`config.mk`:
```
export PLATFORM = sky130hd
export DESIGN_NAME = id_ex_stage
export DESIGN_NICKNAME = d
export VERILOG_FILES = /design/src/rtl/id_ex_stage_pkg.sv /design/src/rtl/id_ex_stage_alu_control.sv /design/src/rtl/id_ex_stage.sv
export SDC_FILE = /design/constraint.sdc
export NUM_CORES = 1
export LEC_CHECK = 0
export ABC_AREA = 0
export CORE_AREA = 2 2 147 149
export DETAILED_ROUTE_END_ITERATION = 6
export DIE_AREA = 0 0 149 151
export GPL_TIMING_DRIVEN = 0
export PLACE_DENSITY = 0.74
export SETUP_SLACK_MARGIN = 0.02
export SLEW_MARGIN = 20
export SYNTH_ARGS = -nofsm -noshare
export SYNTH_HDL_FRONTEND = slang
export SYNTH_SLANG_ARGS = --single-unit
```
`constraint.sdc`:
```
create_clock -name clk -period 3.25 [get_ports clk]
set_input_delay 0.65 -clock clk [delete_from_list [all_inputs] [get_ports clk]]
set_output_delay 0.65 -clock clk [all_outputs]
set_load 0.005 [all_outputs]
```
`src/rtl/id_ex_stage_pkg.sv`:
```
// id_ex_stage_pkg: shared ALU operation codes, alu_op encodings and ctrl bit indices
package id_ex_stage_pkg;
  localparam logic [3:0] ALU_AND   = 4'b0000;
  localparam logic [3:0] ALU_OR    = 4'b0001;
  localparam logic [3:0] ALU_ADD   = 4'b0010;
  localparam logic [3:0] ALU_SUB   = 4'b0110;
  localparam logic [3:0] ALU_SLL   = 4'b0111;
  localparam logic [3:0] ALU_SRL   = 4'b1000;
  localparam logic [3:0] ALU_SRA   = 4'b1001;
  localparam logic [3:0] ALU_XOR   = 4'b1010;
  localparam logic [3:0] ALU_UNSUP = 4'b1111;
  localparam logic [1:0] ALUOP_ADD   = 2'b00;
  localparam logic [1:0] ALUOP_SUB   = 2'b01;
  localparam logic [1:0] ALUOP_RTYPE = 2'b10;
  localparam logic [1:0] ALUOP_ITYPE = 2'b11;
  localparam int CTRL_REG_WRITE  = 4;
  localparam int CTRL_MEM_READ   = 3;
  localparam int CTRL_MEM_WRITE  = 2;
  localparam int CTRL_BRANCH     = 1;
  localparam int CTRL_MEM_TO_REG = 0;
  function automatic logic is_shift(input logic [3:0] op);
    return op == ALU_SLL || op == ALU_SRL || op == ALU_SRA;
  endfunction
endpackage

```
`src/rtl/id_ex_stage_alu_control.sv`:
```
// alu_control: decodes alu_op/funct3/funct7b5 into a 4-bit ALU operation
//   alu_op in 2, funct3 in 3, funct7b5 in 1, operation out 4
module alu_control
  import id_ex_stage_pkg::*;
(
  input  logic [1:0] alu_op,
  input  logic [2:0] funct3,
  input  logic       funct7b5,
  output logic [3:0] operation
);
  logic [3:0] arith;
  always_comb begin
    arith = ALU_UNSUP;
    case (funct3)
      3'b000: arith = (alu_op == ALUOP_RTYPE && funct7b5) ? ALU_SUB : ALU_ADD;
      3'b111: arith = ALU_AND;
      3'b110: arith = ALU_OR;
      3'b100: arith = ALU_XOR;
      3'b001: arith = ALU_SLL;
      3'b101: arith = funct7b5 ? ALU_SRA : ALU_SRL;
      default: arith = ALU_UNSUP;
    endcase
    operation = alu_op == ALUOP_ADD ? ALU_ADD : alu_op == ALUOP_SUB ? ALU_SUB : arith;
  end
endmodule

```
`src/rtl/id_ex_stage.sv`:
```
// id_ex_stage: ID/EX pipeline register with forwarding, operand muxing and load-use bubble insertion
//   inputs : clk, rst_n, stall, flush, id_* decoded fields, exmem_*/memwb_* forwarding sources
//   outputs: load_use_stall, ex_valid, ex_pc, ex_operand1/2, ex_operation, ex_store_data, ex_rd, ex_ctrl
module id_ex_stage
  import id_ex_stage_pkg::*;
#(
  parameter int XLEN = 32,
  parameter int RA_W = 5
) (
  input  logic            clk,
  input  logic            rst_n,
  input  logic            stall,
  input  logic            flush,
  input  logic            id_valid,
  input  logic [XLEN-1:0] id_pc,
  input  logic [XLEN-1:0] id_rs1_data,
  input  logic [XLEN-1:0] id_rs2_data,
  input  logic [XLEN-1:0] id_imm,
  input  logic [RA_W-1:0] id_rs1,
  input  logic [RA_W-1:0] id_rs2,
  input  logic [RA_W-1:0] id_rd,
  input  logic [1:0]      id_alu_op,
  input  logic [2:0]      id_funct3,
  input  logic            id_funct7b5,
  input  logic            id_alu_src,
  input  logic [4:0]      id_ctrl,
  input  logic            exmem_reg_write,
  input  logic [RA_W-1:0] exmem_rd,
  input  logic [XLEN-1:0] exmem_result,
  input  logic            memwb_reg_write,
  input  logic [RA_W-1:0] memwb_rd,
  input  logic [XLEN-1:0] memwb_result,
  output logic            load_use_stall,
  output logic            ex_valid,
  output logic [XLEN-1:0] ex_pc,
  output logic [XLEN-1:0] ex_operand1,
  output logic [XLEN-1:0] ex_operand2,
  output logic [3:0]      ex_operation,
  output logic [XLEN-1:0] ex_store_data,
  output logic [RA_W-1:0] ex_rd,
  output logic [4:0]      ex_ctrl
);
  logic [3:0]      id_operation;
  logic [XLEN-1:0] rs1_data_q, rs2_data_q, imm_q;
  logic [RA_W-1:0] rs1_q, rs2_q;
  logic            alu_src_q;
  logic [XLEN-1:0] fwd_rs1, fwd_rs2, op2_raw;
  logic            bubble;
  alu_control u_alu_control (
    .alu_op    (id_alu_op),
    .funct3    (id_funct3),
    .funct7b5  (id_funct7b5),
    .operation (id_operation)
  );
  assign load_use_stall = id_valid & ex_valid & ex_ctrl[CTRL_MEM_READ] & (ex_rd != '0) &
                          (ex_rd == id_rs1 | ex_rd == id_rs2);
  assign bubble = flush | (!stall & load_use_stall);
  always_ff @(posedge clk or negedge rst_n) begin
    if (!rst_n) begin
      ex_valid     <= 1'b0;
      ex_pc        <= '0;
      rs1_data_q   <= '0;
      rs2_data_q   <= '0;
      imm_q        <= '0;
      rs1_q        <= '0;
      rs2_q        <= '0;
      ex_rd        <= '0;
      alu_src_q    <= 1'b0;
      ex_ctrl      <= '0;
      ex_operation <= '0;
    end else if (bubble) begin
      ex_valid     <= 1'b0;
      ex_pc        <= '0;
      rs1_data_q   <= '0;
      rs2_data_q   <= '0;
      imm_q        <= '0;
      rs1_q        <= '0;
      rs2_q        <= '0;
      ex_rd        <= '0;
      alu_src_q    <= 1'b0;
      ex_ctrl      <= '0;
      ex_operation <= '0;
    end else if (!stall) begin
      ex_valid     <= id_valid;
      ex_pc        <= id_pc;
      rs1_data_q   <= id_rs1_data;
      rs2_data_q   <= id_rs2_data;
      imm_q        <= id_imm;
      rs1_q        <= id_rs1;
      rs2_q        <= id_rs2;
      ex_rd        <= id_rd;
      alu_src_q    <= id_alu_src;
      ex_ctrl      <= id_ctrl;
      ex_operation <= id_operation;
    end
  end
  // EX/MEM is younger than MEM/WB, so it takes precedence; x0 is never forwarded
  assign fwd_rs1 = (exmem_reg_write && exmem_rd != '0 && exmem_rd == rs1_q) ? exmem_result :
                   (memwb_reg_write && memwb_rd != '0 && memwb_rd == rs1_q) ? memwb_result : rs1_data_q;
  assign fwd_rs2 = (exmem_reg_write && exmem_rd != '0 && exmem_rd == rs2_q) ? exmem_result :
                   (memwb_reg_write && memwb_rd != '0 && memwb_rd == rs2_q) ? memwb_result : rs2_data_q;
  assign op2_raw       = alu_src_q ? imm_q : fwd_rs2;
  // the ALU shifts by all of operand2, and the SRAI immediate carries bit 10
  assign ex_operand2   = is_shift(ex_operation) ? {{(XLEN-5){1'b0}}, op2_raw[4:0]} : op2_raw;
  assign ex_operand1   = fwd_rs1;
  assign ex_store_data = fwd_rs2;
endmodule

```
==> results of run 1 <==
-- report_power, final --
part	switching (mW)	total, mW	internal [mW]
clock	0.912	2.02	1.11
combinational	0.512	1.16	0.650
sequential	0.0937	2.12	2.02
-- sequential cells by signal (all words and copies together), names as in the netlist --
name	count
ex_ctrl	5
ex_valid	1
ex_pc	32
rs1_q	5
ex_operation	4
alu_src_q	1
imm_q	32
ex_rd	5
rs1_data_q	32
rs2_data_q	32
rs2_q	5
-- cell usage after synthesis --
| cell | number |
|---|---|
| a31oi_1 | 1 |
| nand2b_1 | 1 |
| a32o_1 | 137 |
| buf_6 | 6 |
| or4_1 | 2 |
| o311ai_0 | 1 |
| a22oi_1 | 27 |
| dfrtp_1 | 154 |
| o211a_1 | 1 |
| a221oi_2 | 5 |
| nor3_1 | 9 |
| o22ai_1 | 5 |
| xor2_1 | 10 |
| o21ai_2 | 1 |
| nor2_1 | 37 |
| or2_1 | 1 |
| nand2_4 | 1 |
| nor4_4 | 2 |
| nand4b_1 | 1 |
| mux2i_1 | 64 |
| buf_1 | 2 |
| nand3b_1 | 1 |
| xnor2_1 | 20 |
| ha_1 | 1 |
| nor2b_1 | 2 |
| nand3_1 | 8 |
| o2111ai_2 | 1 |
| clkinv_1 | 1 |
| o21ai_1 | 25 |
| o211ai_1 | 1 |
| inv_1 | 19 |
| buf_4 | 5 |
| buf_2 | 20 |
| clkbuf_1 | 46 |
| a21oi_1 | 33 |
| and2_2 | 1 |
| o21ai_0 | 39 |
| nand2_1 | 56 |
| nor4_2 | 2 |
| o41ai_1 | 10 |
-- metal layers --
| layer | wire length, um | up-vias | global-route usage |
|---|---|---|---|
| met5 | 0 | - | 0 |
| met4 | 1620 | 0 | 0.157 |
| met3 | 3010 | 91 | 0.0768 |
| met2 | 17300 | 444 | 0.494 |
| met1 | 14200 | 4363 | 0.403 |
| li1 | - | 3818 | - |
-- path summary, 6_finish.rpt --
path | from | end | slack, ns
max in group asynchronous | rst_n | rs2_data_q[31] | 1.72
setup / recovery | exmem_rd[1] | ex_operand2[3] | 0.04
hold reg to reg | rs1_data_q[31] | rs1_data_q[31] | 0.49
hold / removal | rs1_data_q[31] | rs1_data_q[31] | 0.49
min in group asynchronous | rst_n | rs2_data_q[19] | 0.57
setup reg to reg | ex_rd[4] | imm_q[21] | 0.86
-- kinds of logic (layout without fill, tap and decap cells) --
| group | after synthesis | in the layout | share of synthesized area |
|---|---|---|---|
| multiplexers | 64 | 64 | 0.0789 |
| XOR/XNOR | 30 | 30 | 0.0324 |
| flip-flops | 154 | 154 | 0.475 |
| buffers and inverters | 99 | 536 | 0.0567 |
| adder cells (fa/ha/maj) | 1 | 1 | 0.00154 |
| AO/OA/AOI/OAI | 287 | 287 | 0.285 |
| other | 0 | 2 | 0 |
| AND/OR/NAND/NOR | 124 | 124 | 0.0711 |
-- area by class of cell --
class / count / share of cell area
clock inverters: 14 / 0.0109
well taps: 275 / 0.0251
flip-flops and latches: 154 / 0.281
diodes: 2 / 0.000365
repair buffers: 407 / 0.277
inverters: 20 / 0.00584
multi-input cells: 506 / 0.327
plain buffers: 77 / 0.0417
clock buffers: 18 / 0.0320
-- what timing repair did --
| item | 4_1_cts | 5_1_grt |
|---|---|---|
| pin swaps | 27 | 18 |
| cloned | 3 | 2 |
| setup buffers | 25 | 12 |
| hold buffers | 1 | 0 |
| endpoints found under the setup margin | 97 | 81 |
| endpoints found under the hold margin | 2 | 0 |
| resized for setup | 478 | 116 |
==> summary.md, run 1 <==
| Metric | Value |
|---|---|
| Area grow syn2layout | `69.0%` |
| Setup WS post-layout | `0.0394 ns` |
| Clock root cell | `clkbuf_16` |
| Worst VDD drop | `around 0.00036 V` |
| Syn Nets | `~1000` |
| DRT Pass-1 Iters | `6` |
| Critical-path top delay cell | `or4_4` |
| Clk Latency, worst-skew pair | `0.44 ns` |
| Fin Clk Skew | `roughly 0.0086 ns` |
| Max Clock Freq | `a little over 300 MHz` |
| Area of the multi-input gates | `between 4000 and 5000 um^2` |
| Post-layout min period | `approximately 3.2 ns` |
| CTS Buffer Depth | `2` |
| Clk slew on worst S/H paths | `around 0.070 ns` |
| First-pass GRT wire length | `roughly 52 mm` |
| Fin cells | `roughly 1.5k` |
| Top post-synthesis cells by area | `dfrtp_1 (47%), a32o_1 (17%), mux2i_1 (7.9%), nand2_1 (2.6%), a22oi_1 (2.5%)` |
| Setup CP Type | `input pin to output port` |
| Max Fanout on Critical Path | `5` |
| Slew Viols, Final | `0` |
| Sequential share of the synthesized area | `0.475` |
| Worst Hold Depth | `1` |
| Final period util | `0.988` |
| Req. time, crit path | `~2.6 ns` |
| Crit path largest cell delay | `~0.56 ns` |
| Share of layout cells above drive strength 1 | `0.256` |
| Num CTS Buffers | `17` |
| Initial antenna violation count | `2` |
| Fin util | `0.659` |
| Reg2Reg Depth | `7` |
| Yosys cell types | `40` |
| Worst Hold Slack | `0.490 ns` |
| DRT antenna net count | `0` |
| Post-route cell area | `approximately 14000 um^2` |
| Final wirelength | `about 36 mm` |
| Pre-CTS setup slack | `-1.19 ns` |
| I/O Buffers | `roughly 380` |
| Commonest non-fill, non-tap cells in the layout | `clkdlybuf4s50_1 (268), dfrtp_1 (154), a32o_1 (137), buf_2 (74), nand2_1 (56)` |
| Most common cell after layout, fill and taps aside | `clkdlybuf4s50_1` |
| DIE AREA | `22500 um^2` |
| Layout fillers | `about 1.7k` |
| Top-level port count | `380` |
| Status | `completed` |
| Congestion Overflow GR | `0` |
| Post-DP Area | `approximately 12000 um^2` |
| Register area | `between 3000 and 4000 um^2` |
| Iter 0 DRT Violations | `652` |
| Final HPWL DP | `26.4 mm` |
| GRT Util Overall | `0.313` |
| Tightest Pin Transition | `~0.93 ns` |
| Synth Cell Area | `~8000 um^2` |
| Top-area cell type share of the netlist area | `0.475` |
| Pwr dens | `approximately 390 nW/um^2` |
| Worst-path cell chain | `buf_2 -> or4_4 -> o2111ai_4 -> or2_4 -> buf_8 -> bufbuf_16 -> nor3_1 -> a221oi_2 -> buf_4` |
| Row count | `between 50 and 60` |
| Flops & latches, synth | `154` |
| Buf+Inv Stages, Crit Path | `4` |
| RePlAce Congestion | `~0.94` |
| Vias per std cell | `5.92` |
| Lkg Pwr | `~5.5 nW` |
| CP endpoint kind | `output port` |
| Setup TNS | `0 ns` |
| Die height | `151 um` |
| Setup violators final | `0` |
| Worst min path class | `register to register` |
| Vias | `about 8.7k` |
| Syn. warnings | `0` |
| Area of the core | `~21000 um^2` |
| DRC violations left | `0` |
| Vias in the first global route | `between 8k and 9k` |
| Pwr Total | `around 5.3 mW` |
| MaxCap Viol Count | `0` |
| Crit start category | `input pin` |
| Post-layout nets | `between 1k and 1.5k` |
| Die X | `149 um` |
| TritonCTS clock tree | `done` |
| CP arrival | `between 2 and 3 ns` |
| Mean routed wirelength per cell | `approximately 25 um` |
| Placed instance count | `1413` |
| CTS sink cnt | `between 150 and 200` |
| Final hold vios | `0` |
| Avg Inst Size Synth | `~11 um^2` |
| Pin count of the biggest net entering global routing | `97` |
| Synth Instances | `~760` |
| H-tree levels | `4` |
| Worst rel slew slack | `0.378` |
| Cell family with most CP delay | `simple AND/OR/NAND/NOR gates` |
| Starting Density | `0.390` |
| Crit path depth | `9` |
| Cell taking the most area after synthesis | `dfrtp_1` |
| Unrepaired setup endpoints after global routing | `yes` |
Power figures use the tool's default switching activity.
==> inputs of run 2 (changes only) <==
- CAP_MARGIN: default -> 15
==> results of run 2 <==
Same layout as run 1: the final DEF is identical, and so are final timing and power.
==> inputs of run 3 (changes only) <==
- ABC_AREA: 0 -> default
- CORE_AREA: 2 2 147 149 -> default
- CORE_MARGIN: default -> 4
- CORE_UTILIZATION: default -> 42
- DIE_AREA: 0 0 149 151 -> default
- PLACE_DENSITY: 0.74 -> 0.8
==> run 3 against run 2 <==
The flow now finishes with violations (negative setup slack). Die area down 3.9%. Clock-buffer cell count rose by 3. Routed wire length grew 3.0%. Cell area rose by 0.56%. First-iteration DRC count up 0.92%. Clock skew barely moved. Critical path type unchanged.
==> summary.md, run 3 (synthesis gave the netlist of run 1 again) <==
| Metric | Value |
|---|---|
| Vias in the first global route | `~9.0k` |
| Final period util | `1.01` |
| CTS Buffer Depth | `2` |
| Top-level port count | `380` |
| Crit path largest cell delay | `approximately 0.56 ns` |
| Final hold vios | `0` |
| Buf+Inv Stages, Crit Path | `6` |
| Share of layout cells above drive strength 1 | `0.257` |
| Area of the core | `roughly 19000 um^2` |
| Pwr dens | `between 300 and 400 nW/um^2` |
| Worst rel slew slack | `0.364` |
| CP endpoint kind | `output port` |
| Critical-path top delay cell | `or4_4` |
| Req. time, crit path | `2.60 ns` |
| H-tree levels | `4` |
| Die height | `between 100 and 150 um` |
| Vias per std cell | `5.98` |
| Worst min path class | `input pin to asynchronous set/reset pin` |
| Starting Density | `0.431` |
| Initial antenna violation count | `2` |
| Worst-path cell chain | `buf_8 -> or4_4 -> o2111ai_4 -> or2_1 -> buf_6 -> buf_12 -> buf_12 -> buf_12 -> nor3_4 -> a221oi_2 -> buf_2` |
| Pin count of the biggest net entering global routing | `90` |
| DRC violations left | `0` |
| I/O Buffers | `377` |
| Lkg Pwr | `approximately 5.6 nW` |
| Num CTS Buffers | `17` |
| DIE AREA | `21600 um^2` |
| Setup TNS | `-0.0555 ns` |
| Layout fillers | `1382` |
| Crit start category | `input pin` |
| Area grow syn2layout | `70.0%` |
| Fin Clk Skew | `between 0.009 and 0.01 ns` |
| Final HPWL DP | `between 20 and 30 mm` |
| Unrepaired setup endpoints after global routing | `yes` |
| TritonCTS clock tree | `done` |
| Clock root cell | `clkbuf_16` |
| CTS sink cnt | `approximately 150` |
| GRT Util Overall | `0.331` |
| Iter 0 DRT Violations | `between 600 and 700` |
| Fin cells | `around 1.5k` |
| Max Clock Freq | `a little over 300 MHz` |
| Clk slew on worst S/H paths | `roughly 0.060 ns` |
| MaxCap Viol Count | `0` |
| DRT antenna net count | `0` |
| Clk Latency, worst-skew pair | `0.43 ns` |
| Vias | `about 9k` |
| Failing checks | `negative setup slack` |
| Setup WS post-layout | `-0.0270 ns` |
| CP arrival | `~2.6 ns` |
| Worst VDD drop | `roughly 0.00037 V` |
| First-pass GRT wire length | `about 55 mm` |
| Setup CP Type | `input pin to output port` |
| Row count | `50` |
| Congestion Overflow GR | `0` |
| Commonest non-fill, non-tap cells in the layout | `clkdlybuf4s50_1 (268), dfrtp_1 (154), a32o_1 (137), buf_2 (86), nand2_1 (56)` |
| Max Fanout on Critical Path | `7` |
| Post-layout min period | `3.28 ns` |
| Die X | `147 um` |
| Mean routed wirelength per cell | `~25 um` |
| Cell family with most CP delay | `buffers and inverters` |
| Final wirelength | `roughly 37 mm` |
| Slew Viols, Final | `0` |
| Tightest Pin Transition | `approximately 0.95 ns` |
| Placed instance count | `between 1k and 1.5k` |
| Setup violators final | `4` |
| Reg2reg start | `ex_rd[4]` |
| Post-layout nets | `between 1k and 1.5k` |
| DRT Pass-1 Iters | `5` |
| Status | `finished with violations` |
| RePlAce Congestion | `around 0.95` |
| Most common cell after layout, fill and taps aside | `clkdlybuf4s50_1` |
| CP most frequent cell | `buf_12` |
| Crit path launch | `exmem_rd[4]` |
## run 3: changes by cell type in the layout (fill, tap and decap cells not counted), sizes merged
cell | previous run | this run
dlygate4sd2 | 2 | 11
bufbuf | 2 | 1
clkinvlp | 0 | 2
clkdlybuf4s15 | 24 | 7
nand2 | 57 | 58
dlygate4sd3 | 1 | 0
diode | 2 | 3
dlymetal6s2s | 1 | 0
inv | 27 | 23
clkinv | 6 | 3
buf | 118 | 159
bufinv | 1 | 3
clkbuf | 86 | 82
## run 3: cell type report
| cell class | instances | area [um^2] | area share |
|---|---|---|---|
| Clock buffer | 21 | 470 | 0.0341 |
| Sequential cell | 154 | 3850 | 0.279 |
| Antenna cell | 3 | 7.51 | 0.000544 |
| Multi-Input combinational cell | 507 | 4400 | 0.319 |
| Buffer | 76 | 541 | 0.0392 |
| Inverter | 20 | 88.8 | 0.00644 |
| Tap cell | 260 | 325 | 0.0236 |
| Timing Repair Buffer | 431 | 3980 | 0.288 |
| Clock inverter | 11 | 135 | 0.00979 |
## run 3: path summary, 6_finish.rpt
check / depth (start not counted) / slack, ns / to
max in group asynchronous: 2 / 2.24 / rs1_data_q[10]
min in group clk: 1 / 0.49 / ex_pc[14]
worst max register to register: 7 / 0.96 / imm_q[22]
worst max-delay path: 11 / -0.03 / ex_operand2[3]
worst min register to register: 1 / 0.49 / ex_pc[14]
worst min-delay path: 1 / 0.21 / rs1_data_q[21]
## run 3: per-layer routing
metal | vias to the layer above | share of wire | GRT usage
li1 | 3865 | - | -
met1 | 4456 | 0.39 | 0.411
met2 | 458 | 0.49 | 0.558
met3 | 93 | 0.080 | 0.0805
met4 | 0 | 0.036 | 0.126
met5 | - | 0 | 0
## run 3: stage by stage
stage / setup slack (ns) / instance area [um^2] / hold WS (ns) / utilization / power (mW)
finish: -0.0270 / 13800 / 0.209 / 0.733 / 5.36
global route: -0.0845 / 13800 / 0.256 / 0.733 / 5.54
CTS: -0.0812 / 13500 / 0.246 / 0.718 / 5.33
detailed placement: -1.19 / 12300 / 0.480 / 0.651 / 3.26
global placement: -4.81 / 12200 / 0.472 / 0.649 / 3.24
floorplan: 0.525 / 8120 / 0.354 / - / 2.49
## run 3: worst reg2reg max path, stage by stage (launching register included)
cell and delay, ns:
dfrtp_1 0.46, xnor2_1 0.17, nand3_1 0.09, nor3_1 0.06, o21ai_1 0.24, clkbuf_1 0.52
clkbuf_1 0.43, a32o_1 0.26
## run 3: power by group
part | leakage, nW | total (mW) | switching (mW) | internal (mW)
Clock | 0.293 | 2.06 | 0.853 | 1.21
Combinational | 3.28 | 1.18 | 0.523 | 0.653
Sequential | 2.05 | 2.12 | 0.0942 | 2.02
## run 3: timing repair
action                                  4_1_cts  5_1_grt
endpoints found under the setup margin       97       85
pin swaps                                    30       21
gates resized for setup                     469      132
buffers inserted                             59       10
hold buffers                                  0        0
hold endpoints to repair                      0        0
cloned                                        4        2
==> edit (flow settings as in run 3) <==
Make the reset (`rst_n`) synchronous in one clocked block.
--- a/src/rtl/id_ex_stage.sv
+++ b/src/rtl/id_ex_stage.sv
@@ -57,3 +57,3 @@
   assign bubble = flush | (!stall & load_use_stall);
-  always_ff @(posedge clk or negedge rst_n) begin
+  always_ff @(posedge clk) begin
     if (!rst_n) begin
Formal check against the unedited RTL: differs if rst_n is asserted again (counterexample within 4 cycles, from zero or initial values and one cycle with rst_n low); with rst_n held inactive, the same outputs for 4 cycles.
==> edit against run 3 <==
- the flow still finishes with violations (negative setup slack)
- maximum frequency increased by 0.57%
- power shrank 10%
- sequential cell count unchanged
- final area decreased by 11%
- final cell count down 8.0%
- synthesized area down 15%
- worst setup slack improved by 19 ps
- routed wire length down 13%
- critical endpoint is now ex_operand2[14]
==> edit: results (changes against run 3) <==
| Metric | Value |
|---|---|
| Wire length of the first global-routing pass | 46.4 mm (was 54.5 mm) |
| Tightest slew margin relative to the limit | 54.6% (was 36.4%) |
| Top Family by Delay on Critical Path | simple AND/OR/NAND/NOR gates (was buffers and inverters) |
| Finish-stage setup viols | 1 (was 4) |
| Syn Nets | 954 (was 996) |
| Met1 track utilization from global routing | 36.2% (was 41.1%) |
| Asr flop ratio synth | 0% (was 100%) |
| Reg-to-reg setup timing slack | 670 ps (was 960 ps) |
| Xor and xnor area share after synthesis | 3.79% (was 3.24%) |
| Compound-Gate Fraction of Synth Area | 31.0% (was 28.5%) |
| Unique masters post-synth | 41 (was 40) |
| Vias per std cell | 5.75 (was 5.98) |
| Overall track demand over capacity in global routing | 32.8% (was 33.1%) |
| Worst R2R End | rs2_data_q[12]$_SDFFE_PP0N_ (was imm_q[22]$_DFFE_PN0P_) |
| Pin count of the biggest net entering global routing | 17 (was 90) |
| Worst vdd rail ir drop | 0.000378 V (was 0.000367 V) |
| Final hold slack | 476 ps (was 209 ps) |
| Weighted congestion at the end of routability-driven global placement | 0.928 (was 0.945) |
| Arrival time of the worst setup path | 2610 ps (was 2630 ps) |
| Buffer levels on the longest clock path | 2 (unchanged) |
| Leakage power figure | 0.00477 uW (was 0.00562 uW) |
| Number of nets at the end of the flow | 1373 (was 1444) |
| Share of synthesized area occupied by flip-flops and latches | 44.5% (was 47.5%) |
| Global-route track usage on met2 | 56.7% (was 55.8%) |
| Primary flip-flop cell chosen by synthesis mapping | sky130_fd_sc_hd__dfxtp_1 (was sky130_fd_sc_hd__dfrtp_1) |
| Worst Hold Class | flip-flop to flip-flop (was input pin to async pin) |
| Length of the first detailed-routing pass in iterations | 5 (unchanged) |
| Via count of the first global-routing pass | 8004 (was 8986) |
| Drt first-iter violations | 564 (was 658) |
| Crit path setup slack, layout | -8.41 ps (was -27.0 ps) |
| Synthesized-area fraction occupied by adder cells | 0.181% (was 0.154%) |
| Violations in the final reports | negative setup slack (unchanged) |
| Fraction of final layout cells sized beyond drive strength 1 | 20.7% (was 25.7%) |
| Leading cell types by count after synthesis | 154 x sky130_fd_sc_hd__dfxtp_1, 151 x sky130_fd_sc_hd__a22o_1, 59 x sky130_fd_sc_hd__mux2i_1, 44 x sky130_fd_sc_hd__clkbuf_1 (was 154 x sky130_fd_sc_hd__dfrtp_1, 137 x sky130_fd_sc_hd__a32o_1, 64 x sky130_fd_sc_hd__mux2i_1, 56 x sky130_fd_sc_hd__nand2_1, 46 x sky130_fd_sc_hd__clkbuf_1) |
| Startpoint of the most critical register-to-register path | ex_rd[4]$_SDFFE_PP0N_ (was ex_rd[4]$_DFFE_PN0P_) |
| Result of the run | finished, violations left (unchanged) |
| Fill cell count | 1148 (was 1382) |
edit: worst max-delay path by stage:
stage | startpoint | to | cells after the start | slack [ps]
final | exmem_rd[4] | ex_operand2[14] | 9 | -8
after global routing | exmem_rd[4] | ex_operand2[14] | 9 | -30
after CTS | exmem_rd[4] | ex_operand2[14] | 9 | 6
after detailed placement | exmem_rd[0] | ex_operand2[14] | 8 | -1330
after global placement | exmem_rd[0] | ex_operand2[14] | 8 | -1280
after floorplan | exmem_rd[1] | ex_operand2[21] | 7 | 340
edit: metal layers:
metal,part of all wire (%),vias to the layer above
li1,-,3567
met2,49,469
met5,0.040,-
met3,9.5,105
met4,5.0,2
met1,36,3710
edit: repair_timing:
item / CTS / global route
buffers inserted: 19 / 1
endpoints found under the setup margin: 96 / 82
gates resized for setup: 385 / 112
pin swaps: 26 / 18
gates cloned: 2 / 1
endpoints found under the hold margin: 0 / 0
edit: report_power, final:
part / switching, uW / total, uW / leakage, uW / internal (uW)
Clock: 825 / 1960 / 0.000261 / 1130
Combinational: 338 / 845 / 0.00326 / 507
Sequential: 51.1 / 2000 / 0.00125 / 1950
edit: stage by stage:
| stage | instance area, um^2 | utilization [%] | instances | setup WS [ps] | TNS [ps] |
|---|---|---|---|---|---|
| final | 12200 | 76.5 | 1365 | -8.41 | -8.41 |
| after global routing | 12200 | 76.5 | 1365 | -26.3 | -85.5 |
| after CTS | 12100 | 75.4 | 1362 | 6.03 | 0 |
| after detailed placement | 11000 | 68.7 | 1312 | -1330 | -103030 |
| after global placement | 11000 | 68.7 | 1312 | -1280 | -97760 |
| after floorplan | 6920 | - | 717 | 340 | 0 |
edit: layout make-up:
| class | count | area [um^2] | share of cell area [%] |
|---|---|---|---|
| Timing Repair Buffer | 402 | 3720 | 30.4 |
| Clock inverter | 13 | 145 | 1.19 |
| Multi-Input combinational cell | 498 | 4130 | 33.7 |
| Sequential cell | 154 | 3080 | 25.2 |
| Buffer | 60 | 447 | 3.65 |
| Clock buffer | 18 | 429 | 3.51 |
| Antenna cell | 1 | 2.50 | 0.0205 |
| Tap cell | 216 | 270 | 2.21 |
| Inverter | 3 | 11.3 | 0.0920 |
edit: cells by family (layout without fill, tap and decap cells):
group                      count (synthesis)  count (layout)
adders and majority gates                  1               1
AOI/OAI and AO/OA                        290             290
xor gates and xnor gates                  30              30
and+or+nand+nor                          118             118
other                                      0               1
DFF                                      154             154
buffers and inverters                     65             496
muxes                                     59              59
